**src/rtl/ifu_prefetch_queue.sv**
```systemverilog
// Instruction-fetch front end with a prefetch queue.
//
// Generates sequential word-aligned fetch addresses and issues them to instruction memory over a
// valid/ready request channel. At most one request is outstanding at a time. Returned words are
// tagged with their PC and buffered in a DEPTH-entry FIFO that feeds decode through a valid/ready
// handshake. A redirect flushes the FIFO, withdraws any unaccepted request, drops any in-flight
// response and restarts fetch at the new PC.
//
// Ports:
//   clock, reset           - clock; synchronous active-high reset
//   imem_req_valid/addr    - fetch request (addr is word aligned)
//   imem_req_ready         - memory accepts the request this cycle
//   imem_rsp_valid/data    - memory response, one per accepted request
//   redirect_valid/pc      - flush and restart fetch at redirect_pc (bits [1:0] ignored)
//   instr_valid/data/pc    - FIFO head presented to decode
//   instr_ready            - decode consumes the head this cycle
//   queue_count            - occupied FIFO entries, 0..DEPTH
module ifu_prefetch_queue #(
   parameter int unsigned DEPTH    = 4,
   parameter logic [31:0] RESET_PC = 32'h0000_0000
) (
   input  logic                     clock,
   input  logic                     reset,
   output logic                     imem_req_valid,
   output logic [31:0]              imem_req_addr,
   input  logic                     imem_req_ready,
   input  logic                     imem_rsp_valid,
   input  logic [31:0]              imem_rsp_data,
   input  logic                     redirect_valid,
   input  logic [31:0]              redirect_pc,
   output logic                     instr_valid,
   output logic [31:0]              instr_data,
   output logic [31:0]              instr_pc,
   input  logic                     instr_ready,
   output logic [$clog2(DEPTH):0]   queue_count
);

   localparam int unsigned PW = $clog2(DEPTH);
   localparam int unsigned CW = PW + 1;
   localparam logic [CW-1:0] DepthCnt = CW'(DEPTH);

   typedef enum logic [1:0] {
      StIdle,
      StWait,
      StDrop
   } state_e;

   state_e        state_q, state_d;
   logic [31:0]   fetch_pc_q, fetch_pc_d;
   logic [31:0]   req_pc_q, req_pc_d;
   logic [PW-1:0] rd_ptr_q, wr_ptr_q;
   logic [CW-1:0] count_q;
   logic [31:0]   data_mem_q [DEPTH];
   logic [31:0]   pc_mem_q   [DEPTH];

   logic req_fire;
   logic push;
   logic pop;

   // Redirect always realigns to a word boundary; the low bits carry no information.
   logic unused_redirect_lsb;
   assign unused_redirect_lsb = ^redirect_pc[1:0];

   always_comb begin
      // Credit comes from the registered count only, so a response always finds a free entry.
      imem_req_valid = !reset && (state_q == StIdle) && (count_q < DepthCnt) && !redirect_valid;
      imem_req_addr  = fetch_pc_q;
      req_fire       = imem_req_valid && imem_req_ready;

      instr_valid    = (count_q != '0);
      instr_data     = data_mem_q[rd_ptr_q];
      instr_pc       = pc_mem_q[rd_ptr_q];
      queue_count    = count_q;

      // Redirect discards any same-cycle push or pop.
      push           = (state_q == StWait) && imem_rsp_valid && !redirect_valid;
      pop            = instr_valid && instr_ready && !redirect_valid;
   end

   always_comb begin
      state_d    = state_q;
      fetch_pc_d = fetch_pc_q;
      req_pc_d   = req_pc_q;

      case (state_q)
         StIdle: begin
            if (req_fire) begin
               state_d  = StWait;
               req_pc_d = fetch_pc_q;
            end
         end
         StWait: begin
            // A response in the redirect cycle is consumed here and simply not pushed.
            if (imem_rsp_valid) begin
               state_d = StIdle;
            end else if (redirect_valid) begin
               state_d = StDrop;
            end
         end
         StDrop: begin
            if (imem_rsp_valid) begin
               state_d = StIdle;
            end
         end
         default: state_d = StIdle;
      endcase

      if (redirect_valid) begin
         fetch_pc_d = {redirect_pc[31:2], 2'b00};
      end else if (req_fire) begin
         fetch_pc_d = fetch_pc_q + 32'd4;
      end
   end

   always_ff @(posedge clock) begin
      if (reset) begin
         state_q    <= StIdle;
         fetch_pc_q <= RESET_PC;
         req_pc_q   <= '0;
         rd_ptr_q   <= '0;
         wr_ptr_q   <= '0;
         count_q    <= '0;
         for (int unsigned i = 0; i < DEPTH; i++) begin
            data_mem_q[i] <= '0;
            pc_mem_q[i]   <= '0;
         end
      end else begin
         state_q    <= state_d;
         fetch_pc_q <= fetch_pc_d;
         req_pc_q   <= req_pc_d;
         if (redirect_valid) begin
            rd_ptr_q <= '0;
            wr_ptr_q <= '0;
            count_q  <= '0;
         end else begin
            if (push) begin
               data_mem_q[wr_ptr_q] <= imem_rsp_data;
               pc_mem_q[wr_ptr_q]   <= req_pc_q;
               wr_ptr_q             <= wr_ptr_q + PW'(1);
            end
            if (pop) begin
               rd_ptr_q <= rd_ptr_q + PW'(1);
            end
            case ({push, pop})
               2'b10:   count_q <= count_q + CW'(1);
               2'b01:   count_q <= count_q - CW'(1);
               default: count_q <= count_q;
            endcase
         end
      end
   end

endmodule

```
**config.mk**
```make
export PLATFORM = sky130hd
export DESIGN_NAME = ifu_prefetch_queue
export DESIGN_NICKNAME = d
export VERILOG_FILES = /design/src/rtl/ifu_prefetch_queue.sv
export SDC_FILE = /design/constraint.sdc
export NUM_CORES = 1
export LEC_CHECK = 0
export BUFFER_PORTS_ARGS = -buffer_cell sky130_fd_sc_hd__buf_4
export CAP_MARGIN = 5
export CORE_MARGIN = 2
export CORE_UTILIZATION = 56
export CTS_CLUSTER_DIAMETER = 40
export DETAILED_ROUTE_END_ITERATION = 10
export MAX_ROUTING_LAYER = met4
export PLACE_DENSITY = 0.77
export SKIP_LAST_GASP = 1
export SYNTH_ARGS = -nofsm -noshare
export SYNTH_HDL_FRONTEND = slang
export SYNTH_SLANG_ARGS = --single-unit
```
**constraint.sdc**
```tcl
create_clock -name clock -period 8.2 [get_ports clock]
set_clock_uncertainty 0.2 [all_clocks]
set_input_delay 1.64 -clock clock [delete_from_list [all_inputs] [get_ports clock]]
set_output_delay 1.64 -clock clock [all_outputs]
set_load 0.03 [all_outputs]
```
==> out/summary.log <==
[timing] Final Hold Violating Endpoints 0
[timing] number of slew-limit violations in the final report 0
[global_route] GR Overflow Total 0
[placement] Worst Setup Slack post-DPL 3.23 ns
[detailed_routing] DRC 0
[floorplanning] Initial Util 0.575
[final_layout] final design area excluding fillers 0.0164 mm2
[detailed_routing] Total Routed Length 29,600 um
[floorplanning] number of placed I/O pins 171
[detailed_routing] routed wirelength normalized by instance count 18.7 um
[cts] Clk pin slew, worst setup/hold paths 0.06 ns
[timing] ratio of final minimum period to clock period 0.584
[synthesis] Synthesis Warnings 0
[global_route] antenna violations before repair 0
[detailed_routing] count of vias placed by the detailed router 8,897
[setup_path] maximum cell stage delay along the critical path 0.55 ns
[timing] top achievable clock speed 0.209 GHz
[final_layout] number of inserted diodes 0
[timing] Hold Slack 0.255 ns
[global_route] overall fraction of global-route tracks in use 0.243
[global_route] wire length of the first global-routing pass 47,600 um
[final_layout] most used cells in the layout excluding fill and tap cells 248 x sky130_fd_sc_hd__edfxtp_1, 183 x sky130_fd_sc_hd__nor2_1, 175 x sky130_fd_sc_hd__buf_4, 148 x sky130_fd_sc_hd__nand2_1, 70 x sky130_fd_sc_hd__inv_1
[synthesis] number of register bits inferred by synthesis 319
[synthesis] count of unique library cells instantiated by Yosys 48
[timing] fin crit period 4.79 ns
[flow_run] max_cap viols 0
[cts] post_cts resized 0
[final_layout] final net count 1,302
[detailed_routing] post-route antenna net violation count 0
[final_layout] share of post-route cells with drive strength above 1 0.259
[timing] transition at the pin with the smallest max-transition slack 1.16 ns
[pwr] Static Leak 0.00639 uW
[setup_path] element type at the critical path start input pin
[placement] number of input and output port buffers inserted 164
[synthesis] gate count after technology mapping 1,081
[timing] final setup slack of the worst path 3.41 ns
[cts] Post-CTS Hold Buffers 0
[floorplanning] Rows 56
[setup_path] Critical Path Slowest Stage Cell sky130_fd_sc_hd__buf_4
[final_layout] final core utilization 0.694
[worst_hold_path] Worst Hold Class register to register
[cts] worst-case clock buffer depth 3
[global_route] number of global-route vias before repair 8,987
[cts] TritonCTS Sinks 319
[floorplanning] CORE AREA 0.0236 mm2
[placement] cell area after placement 0.0151 mm2
[setup_path] data required time of the worst path 6.36 ns
[synthesis] proportion of synthesized chip area in sequential cells 0.653
[pwr] Power per Cell Area 227 mW/mm2
[timing] setup repair after global routing missed its margin false
[setup_path] cells along the critical path buf_4, or2_2, nor2b_1, buf_4
[setup_path] biggest fanout along the worst timing path 67
[cts] Post-CTS Setup Bufs 0
[cts] TritonCTS buffer count 40
[setup_path] signal arrival time at the worst endpoint 2.95 ns
[final_layout] leading cell type in the layout, fill and taps excluded sky130_fd_sc_hd__edfxtp_1
[pwr] highest ir drop seen on vdd 0.000125 V
[detailed_routing] initial drt markers 801
[global_route] maximum number of pins on one net before global-route repair 97
[synthesis] share of async-settable or async-resettable flops after synthesis 0
[timing] Worst slew margin 0.225
[final_layout] post-synthesis to final-layout area growth 20.6%
[synthesis] Synth Cell Area 0.0136 mm2
[floorplanning] DIE WIDTH 160 um
[synthesis] Mapped Avg Cell Area 12.6 um2
[synthesis] top flip-flop cell by instance count after synthesis sky130_fd_sc_hd__edfxtp_1
[cts] CTS HTree Levels 2
[cts] CTS tree yes
[floorplanning] Total Die Area 0.0255 mm2
[final_layout] Filler Cell Count 1,639
[setup_path] CP Capture Type primary output
[timing] count of endpoints failing setup in the final report 0
[detailed_routing] first drt pass iteration count 5
[floorplanning] y dimension of the die 160 um
[detailed_routing] post-detailed-route via-to-cell ratio 5.63
[synthesis] EDFF count, synth 248
[setup_path] category of the critical setup timing path input pin to primary output
[cts] buffer type at the clock tree root sky130_fd_sc_hd__clkbuf_16
[cts] clock latency of the later-clocked register in the worst-skew pair 0.52 ns
[timing] Total Negative Setup Slacks 0 ns
[outcome] run status complete, no violations
[setup_path] critical path's most frequent cell sky130_fd_sc_hd__buf_4
[placement] placer's final routability congestion estimate 0.838
[placement] estimated wirelength of the detail-placed design 17,000 um
## Yosys cell counts, types with 2 or more instances
master	n	area [um2]
sky130_fd_sc_hd__a311oi_1	2	17.5
sky130_fd_sc_hd__o22ai_1	10	62.6
sky130_fd_sc_hd__nor4_1	4	25.0
sky130_fd_sc_hd__mux4_2	62	1400
sky130_fd_sc_hd__buf_1	9	33.8
sky130_fd_sc_hd__xnor2_1	15	131
sky130_fd_sc_hd__edfxtp_1	248	7450
sky130_fd_sc_hd__nor3_1	9	45.0
sky130_fd_sc_hd__clkbuf_1	58	218
sky130_fd_sc_hd__nor2_1	184	691
sky130_fd_sc_hd__nand4_1	10	62.6
sky130_fd_sc_hd__xor2_1	12	105
sky130_fd_sc_hd__nand2_1	148	556
sky130_fd_sc_hd__a211oi_1	8	60.1
sky130_fd_sc_hd__or3_1	5	31.3
sky130_fd_sc_hd__and2_1	10	62.6
sky130_fd_sc_hd__o21bai_1	2	15.0
sky130_fd_sc_hd__a21oi_1	38	190
sky130_fd_sc_hd__mux2i_1	5	50.1
sky130_fd_sc_hd__buf_4	4	30.0
sky130_fd_sc_hd__or4_4	2	22.5
sky130_fd_sc_hd__o21ai_0	6	30.0
sky130_fd_sc_hd__and4_1	4	35.0
sky130_fd_sc_hd__or2_2	2	12.5
sky130_fd_sc_hd__a31oi_1	9	56.3
sky130_fd_sc_hd__nand2b_1	2	12.5
sky130_fd_sc_hd__dfxtp_1	71	1420
sky130_fd_sc_hd__inv_1	70	263
sky130_fd_sc_hd__and3_1	36	225
sky130_fd_sc_hd__nand3_1	15	75.1
sky130_fd_sc_hd__nor3_2	3	30.0
sky130_fd_sc_hd__ha_1	2	25.0
## cell families after synthesis
| group | count (synthesis) | synth area share |
|---|---|---|
| compound gates | 80 | 0.0347 |
| xor+xnor | 27 | 0.0174 |
| fa+ha+maj | 3 | 0.00332 |
| buf+inv | 143 | 0.0412 |
| flops | 319 | 0.653 |
| mux | 68 | 0.107 |
| other cells | 1 | 0.000276 |
| simple gates | 440 | 0.143 |
## final timing paths
path	endpoint	slack [ns]	depth (start not counted)	from
worst max register to register	data_mem_q[1][7]$_SDFFCE_PN0P_	4.99	5	state_q[0]$_SDFFE_PP0P_
worst min register to register	req_pc_q[24]$_SDFFE_PP0P_	0.26	2	req_pc_q[24]$_SDFFE_PP0P_
worst max-delay path	imem_req_valid	3.41	4	reset
worst min-delay path	req_pc_q[24]$_SDFFE_PP0P_	0.26	2	req_pc_q[24]$_SDFFE_PP0P_
## cell type report
| class | count | area, um2 | area share |
|---|---|---|---|
| multi-input cells | 622 | 4210 | 0.257 |
| repair buffers | 175 | 1310 | 0.0802 |
| flip-flops and latches | 319 | 8870 | 0.542 |
| clock buffers | 43 | 1040 | 0.0637 |
| well taps | 319 | 399 | 0.0244 |
| clock inverters | 31 | 267 | 0.0163 |
| inverters | 71 | 267 | 0.0163 |
## registers in the layout (all words and copies together), names as in the netlist, named ones only
register,cells
pc_mem_q,120
imem_req_addr,30
data_mem_q,128
state_q,2
rd_ptr_q,2
wr_ptr_q,2
req_pc_q,30
queue_count,3
## report_power, final
part | leakage [uW] | switching, uW | internal [uW] | total (uW)
Sequential | 0.00313 | 33.1 | 1790 | 1830
Clock | 0.000632 | 702 | 981 | 1680
Combinational | 0.00263 | 132 | 83.1 | 215
Total | 0.00639 | 867 | 2860 | 3730
## critical path: cells and delay by family
kind / cells / cell delay (ns)
buf+inv: 2 / 0.73
simple gates: 2 / 0.53
## routing by layer
metal	vias to the layer above	track usage	share of wire
met5	-	-	0
met4	0	0.0653	0.016
met3	43	0.0397	0.077
met2	375	0.389	0.50
met1	4339	0.328	0.41
li1	4140	-	-
## metrics by stage
stage | power (uW) | instances
finish | 3730 | 1580
global placement | 2070 | 1506
CTS | 3750 | 1580
detailed placement | 2080 | 1506
floorplan | 1980 | 1084
global route | 3830 | 1580
Note: power is estimated with default switching activity, not from simulation.
